==> config.mk <==
export PLATFORM = sky130hd
export DESIGN_NAME = multicycle_control
export DESIGN_NICKNAME = d
export VERILOG_FILES = /design/src/rtl/multicycle_control.sv
export SDC_FILE = /design/constraint.sdc
export NUM_CORES = 1
export LEC_CHECK = 0
export ABC_AREA = 1
export ABC_CLOCK_PERIOD_IN_PS = 1900
export CAP_MARGIN = 10
export CORE_MARGIN = 3
export CORE_UTILIZATION = 25
export CTS_CLUSTER_DIAMETER = 150
export DETAILED_ROUTE_END_ITERATION = 10
export DONT_BUFFER_PORTS = 1
export PLACE_DENSITY = 0.37
export SYNTH_ARGS = -nofsm -noshare
export SYNTH_HDL_FRONTEND = slang
export SYNTH_SLANG_ARGS = --single-unit
export TNS_END_PERCENT = 5
==> constraint.sdc <==
create_clock -name i_clk -period 1.9 [get_ports i_clk]
set_input_delay 0.285 -clock i_clk [delete_from_list [all_inputs] [get_ports i_clk]]
set_output_delay 0.285 -clock i_clk [all_outputs]
set_load 0.01 [all_outputs]
==> src/rtl/multicycle_control.sv <==
// Multicycle MIPS control sequencer: steps each instruction through fetch/decode/execute/memory/writeback.
// Optional macro MC_CTRL_TRAP_EN: illegal opcodes lock the sequencer in TRAP and raise o_illegal.
module multicycle_control #(
    parameter int WAIT_MEM = 1,
    parameter int STATE_W  = 4
) (
    input  logic               i_clk,
    input  logic               i_rst,
    input  logic [5:0]         i_instrCode,
    input  logic               i_memReady,
    output logic               o_pcWrite,
    output logic               o_branch,
    output logic               o_branchNe,
    output logic               o_iorD,
    output logic               o_memRead,
    output logic               o_memWrite,
    output logic               o_irWrite,
    output logic               o_memToReg,
    output logic               o_regDst,
    output logic               o_regWrite,
    output logic               o_aluSrcA,
    output logic [1:0]         o_aluSrcB,
    output logic [1:0]         o_aluOp,
    output logic               o_extOp,
    output logic [1:0]         o_pcSource,
    output logic               o_instrDone,
`ifdef MC_CTRL_TRAP_EN
    output logic               o_illegal,
`endif
    output logic [STATE_W-1:0] o_state
);

    localparam logic [3:0] S_IDLE      = 4'd0;
    localparam logic [3:0] S_FETCH     = 4'd1;
    localparam logic [3:0] S_DECODE    = 4'd2;
    localparam logic [3:0] S_MEM_ADDR  = 4'd3;
    localparam logic [3:0] S_MEM_READ  = 4'd4;
    localparam logic [3:0] S_MEM_WB    = 4'd5;
    localparam logic [3:0] S_MEM_WRITE = 4'd6;
    localparam logic [3:0] S_EXECUTE   = 4'd7;
    localparam logic [3:0] S_ALU_WB    = 4'd8;
    localparam logic [3:0] S_ADDI_EXEC = 4'd9;
    localparam logic [3:0] S_ADDI_WB   = 4'd10;
    localparam logic [3:0] S_BRANCH    = 4'd11;
    localparam logic [3:0] S_JUMP      = 4'd12;
    localparam logic [3:0] S_TRAP      = 4'd13;

    localparam logic [5:0] OP_RTYPE = 6'h00;
    localparam logic [5:0] OP_J     = 6'h02;
    localparam logic [5:0] OP_BEQ   = 6'h04;
    localparam logic [5:0] OP_BNE   = 6'h05;
    localparam logic [5:0] OP_ADDI  = 6'h08;
    localparam logic [5:0] OP_ADDIU = 6'h09;
    localparam logic [5:0] OP_LW    = 6'h23;
    localparam logic [5:0] OP_SW    = 6'h2B;

    logic [3:0] state_reg;
    logic [3:0] state_next;
    logic [5:0] opcode_reg;
    logic       mem_done;
    logic       illegal_op;

    // With WAIT_MEM = 0 every memory access is treated as completing immediately.
    assign mem_done = (WAIT_MEM == 0) ? 1'b1 : i_memReady;

    always_comb begin
        illegal_op = 1'b1;
        case (i_instrCode)
            OP_RTYPE, OP_J, OP_BEQ, OP_BNE,
            OP_ADDI, OP_ADDIU, OP_LW, OP_SW: illegal_op = 1'b0;
            default:                        illegal_op = 1'b1;
        endcase
    end

    always_ff @(posedge i_clk or posedge i_rst) begin
        if (i_rst) begin
            state_reg  <= S_IDLE;
            opcode_reg <= 6'h00;
        end else begin
            state_reg <= state_next;
            if (state_reg == S_DECODE) begin
                opcode_reg <= i_instrCode;
            end
        end
    end

    always_comb begin
        state_next = S_FETCH;
        case (state_reg)
            S_IDLE:      state_next = S_FETCH;
            S_FETCH:     state_next = mem_done ? S_DECODE : S_FETCH;
            S_DECODE: begin
                case (i_instrCode)
                    OP_RTYPE:          state_next = S_EXECUTE;
                    OP_ADDI, OP_ADDIU: state_next = S_ADDI_EXEC;
                    OP_LW, OP_SW:      state_next = S_MEM_ADDR;
                    OP_BEQ, OP_BNE:    state_next = S_BRANCH;
                    OP_J:              state_next = S_JUMP;
`ifdef MC_CTRL_TRAP_EN
                    default:           state_next = S_TRAP;
`else
                    default:           state_next = S_FETCH;
`endif
                endcase
            end
            S_MEM_ADDR:  state_next = (opcode_reg == OP_LW) ? S_MEM_READ : S_MEM_WRITE;
            S_MEM_READ:  state_next = mem_done ? S_MEM_WB : S_MEM_READ;
            S_MEM_WB:    state_next = S_FETCH;
            S_MEM_WRITE: state_next = mem_done ? S_FETCH : S_MEM_WRITE;
            S_EXECUTE:   state_next = S_ALU_WB;
            S_ALU_WB:    state_next = S_FETCH;
            S_ADDI_EXEC: state_next = S_ADDI_WB;
            S_ADDI_WB:   state_next = S_FETCH;
            S_BRANCH:    state_next = S_FETCH;
            S_JUMP:      state_next = S_FETCH;
`ifdef MC_CTRL_TRAP_EN
            S_TRAP:      state_next = S_TRAP;
`endif
            default:     state_next = S_FETCH;
        endcase
    end

    always_comb begin
        o_pcWrite   = 1'b0;
        o_branch    = 1'b0;
        o_branchNe  = 1'b0;
        o_iorD      = 1'b0;
        o_memRead   = 1'b0;
        o_memWrite  = 1'b0;
        o_irWrite   = 1'b0;
        o_memToReg  = 1'b0;
        o_regDst    = 1'b0;
        o_regWrite  = 1'b0;
        o_aluSrcA   = 1'b0;
        o_aluSrcB   = 2'b00;
        o_aluOp     = 2'b00;
        o_extOp     = 1'b0;
        o_pcSource  = 2'b00;
        o_instrDone = 1'b0;
        case (state_reg)
            S_FETCH: begin
                o_memRead = 1'b1;
                o_aluSrcB = 2'b01;
                o_irWrite = mem_done;
                o_pcWrite = mem_done;
            end
            S_DECODE: begin
                o_aluSrcB = 2'b11;
                o_extOp   = 1'b1;
`ifndef MC_CTRL_TRAP_EN
                // Illegal opcode retires here as a NOP.
                o_instrDone = illegal_op;
`endif
            end
            S_MEM_ADDR: begin
                o_aluSrcA = 1'b1;
                o_aluSrcB = 2'b10;
                o_extOp   = 1'b1;
            end
            S_MEM_READ: begin
                o_memRead = 1'b1;
                o_iorD    = 1'b1;
            end
            S_MEM_WB: begin
                o_regWrite  = 1'b1;
                o_memToReg  = 1'b1;
                o_instrDone = 1'b1;
            end
            S_MEM_WRITE: begin
                o_memWrite  = 1'b1;
                o_iorD      = 1'b1;
                o_instrDone = mem_done;
            end
            S_EXECUTE: begin
                o_aluSrcA = 1'b1;
                o_aluOp   = 2'b10;
            end
            S_ALU_WB: begin
                o_regWrite  = 1'b1;
                o_regDst    = 1'b1;
                o_instrDone = 1'b1;
            end
            S_ADDI_EXEC: begin
                o_aluSrcA = 1'b1;
                o_aluSrcB = 2'b10;
                o_extOp   = 1'b1;
            end
            S_ADDI_WB: begin
                o_regWrite  = 1'b1;
                o_instrDone = 1'b1;
            end
            S_BRANCH: begin
                o_aluSrcA   = 1'b1;
                o_aluOp     = 2'b01;
                o_pcSource  = 2'b01;
                o_branch    = (opcode_reg == OP_BEQ);
                o_branchNe  = (opcode_reg == OP_BNE);
                o_instrDone = 1'b1;
            end
            S_JUMP: begin
                o_pcSource  = 2'b10;
                o_pcWrite   = 1'b1;
                o_instrDone = 1'b1;
            end
            default: ;
        endcase
    end

`ifdef MC_CTRL_TRAP_EN
    assign o_illegal = (state_reg == S_TRAP);
`else
    logic unused_illegal;
    assign unused_illegal = illegal_op;
`endif

    assign o_state = STATE_W'(state_reg);

endmodule

==> results.toml <==
[yosys]
ys_types = 17
ys_top_cells_by_count = "nand2_1, nor2_1, inv_1, dfrtp_1, nand3_1"
synth_top_area_cell = "dfrtp_1"
yosysWarningCount = 0
ys_seq_elements = 10
syn_avg_cell_area_sq_um = 5.84
synth-edff-count = 0
synthFlopType = "dfrtp_1"
synth.most_common_cell = "nand2_1"
synth_cells = 134
ys_seq_area_share_pct = 32.0
synth_nets = 143
synth_area_sq_um = 782
synth_area_leaders = "dfrtp_1, nand2_1, nor2_1"
async_flop_share_pct = 100
yosysTopAreaCellShare_pct = 32.0

[run]
drv_cap = 0

[placed_design]
place_congestion = 0.781
dp_hpwl_microns = 1860
dp_slack_ns = 0.244
numPortBuffers = 0
place_area_sq_um = 861

[route]
ant_nets = 0
drtIter0Drc = 42
routed_via_density = 4.59
drc = 0
drt_first_pass_iters = 4
totalWireLength_microns = 2260
wl_per_cell_microns = 12.2
vias = 849

[floorplanning]
rows = 19
die_area_sq_mm = 0.00384
start_util_pct = 27.2
die_w_microns = 61.9
die_height_microns = 61.9
io-pin-count = 32
core_sq_mm = 0.00288

[global_routing]
grt.overflow.total = 0
grt_pass1_vias = 759
grt_max_degree = 14
grt_first_pass_wirelength_microns = 3330
grt_usage_pct = 12.0
antenna_found_initial = 0

[critical_path]
critical_path_class = "reg -> out"
crit_arrival_ns = 1.49
crit_fanout = 6
worstSetupStartpointType = "flop"
cp-end-kind = "output port"
required_ns = 1.62

[min_path]
worstHoldPathType = "in -> reg"

[cells_and_area]
drive_gt1_share_pct = 16.1
antenna_cells = 0
final_area_sq_um = 937
layout.nets = 153
largest_reg_flops = 6
area_growth_pct = 19.8

[sta]
fin_skew_ns = 0.00137
worst_pin_slew_ns = 0.404
post-route-min-period_ns = 1.78
finalSetupViolCount = 0
hold_viol = 0
holdWs_ns = 0.131
period_share_pct = 93.6
slew_viol_final = 0
relSlewSlack_pct = 73.1
setup_slack_ns = 0.121
fmax_mhz = 562

[cts]
cts_tree = "built"
clkLatencyLatePin_ns = 0.26
cts_buffers = 3
cts_sinks = 10
cts-root-buf = "clkbuf_4"
cts_htree_levels = 1
clkTransAtPathRegs_ns = 0.07
clockBufferDepth = 2

[power_and_ir_drop]
power_frac_comb_pct = 52.3
leakage_nw = 0.513
power.internal_w = 0.000651
p_seq_share_pct = 33.5
pwr-share-clk_pct = 14.2
power_density_mw_per_mm2 = 1460
ir_drop_uv = 383
switching_share_pct = 52.2
power.switching_w = 0.000713

[status]
status = "completed"
[kinds of logic (layout without fill, tap and decap cells)]
| logic type | count (synthesis) | count (layout) | synth area share [%] |
|---|---|---|---|
| and+or+nand+nor | 93 | 93 | 49.1 |
| AOI/OAI and AO/OA | 11 | 11 | 7.84 |
| DFF | 10 | 10 | 32.0 |
| buffers and inverters | 20 | 29 | 11.0 |
[stage by stage]
stage,cells,utilization (%),power (W),setup TNS (ns)
after global routing,185,32.6,0.00149,-0.00354
after global placement,180,29.9,0.00116,0
after detailed placement,180,29.9,0.00114,0
final,185,32.6,0.00136,0
after CTS,185,31.8,0.00135,0
after floorplan,134,-,0.000978,0
[cell usage in the layout (no fill, tap or decap), drive strengths merged, types with 2 or more instances in the layout]
cell type,n
buf,6
nand3,9
inv,18
nor2,36
clkbuf,4
nor3,3
o21ai,6
nand2,42
nand4,2
o22ai,3
dfrtp,10
[path summary, 6_finish.rpt]
| path | from | end | slack (ns) | depth (start not counted) |
|---|---|---|---|---|
| max | o_state[1]$_DFF_PP0_ | o_instrDone | 0.12 | 7 |
| min | i_instrCode[4] | opcode_reg[4]$_DFFE_PP0P_ | 0.13 | 2 |
| max reg2reg | o_state[1]$_DFF_PP0_ | o_state[2]$_DFF_PP0_ | 0.49 | 7 |
| min reg2reg | opcode_reg[5]$_DFFE_PP0P_ | opcode_reg[5]$_DFFE_PP0P_ | 0.52 | 2 |
| max in group asynchronous | i_rst | o_state[3]$_DFF_PP0_ | 1.14 | 2 |
| min in group asynchronous | i_rst | o_state[2]$_DFF_PP0_ | 0.45 | 2 |
[metal layers]
layer	GRT usage, %	routed length (microns)	vias to the layer above	share of wire, %
li1	-	-	435	-
met4	5.45	18	0	0.80
met5	0	0	-	0
met3	2.69	144	4	6.4
met2	18.1	1030	29	46
met1	16.2	1070	381	47
[critical path, cell delays in order, from the launching register on]
cell and delay [ns]:
dfrtp_2 0.46, inv_1 0.17, nand2_1 0.17, nor2_1 0.17, nor2_1 0.05, nand2_1 0.06
nor2_1 0.04, nand2_1 0.11
[repair_timing]
item / CTS / global route
buffers inserted: 0 / 0
endpoints found under the hold margin: 10 / 0
pin swaps: 0 / 0
hold buffers: 1 / 0
endpoints found under the setup margin: 2 / 4
gates resized for setup: 2 / 7
[cell type report]
cell class                      count  area [sq um]
Clock buffer                        4          36.3
Fill cell                         342          1940
Inverter                           18          67.6
Multi-Input combinational cell    104           470
Sequential cell                    10           255
Tap cell                           42          52.6
Timing Repair Buffer                7          55.1
[power groups by stage]
stage	clock [W]	sequential [W]	combinational (W)
floorplan	0	0.000413	0.000565
global placement	0	0.000447	0.000711
detailed placement	0	0.000447	0.000696
CTS	0.000199	0.000445	0.000706
global route	0.000208	0.000473	0.000811
finish	0.000193	0.000456	0.000714
Note: power is estimated with default switching activity, not from simulation.
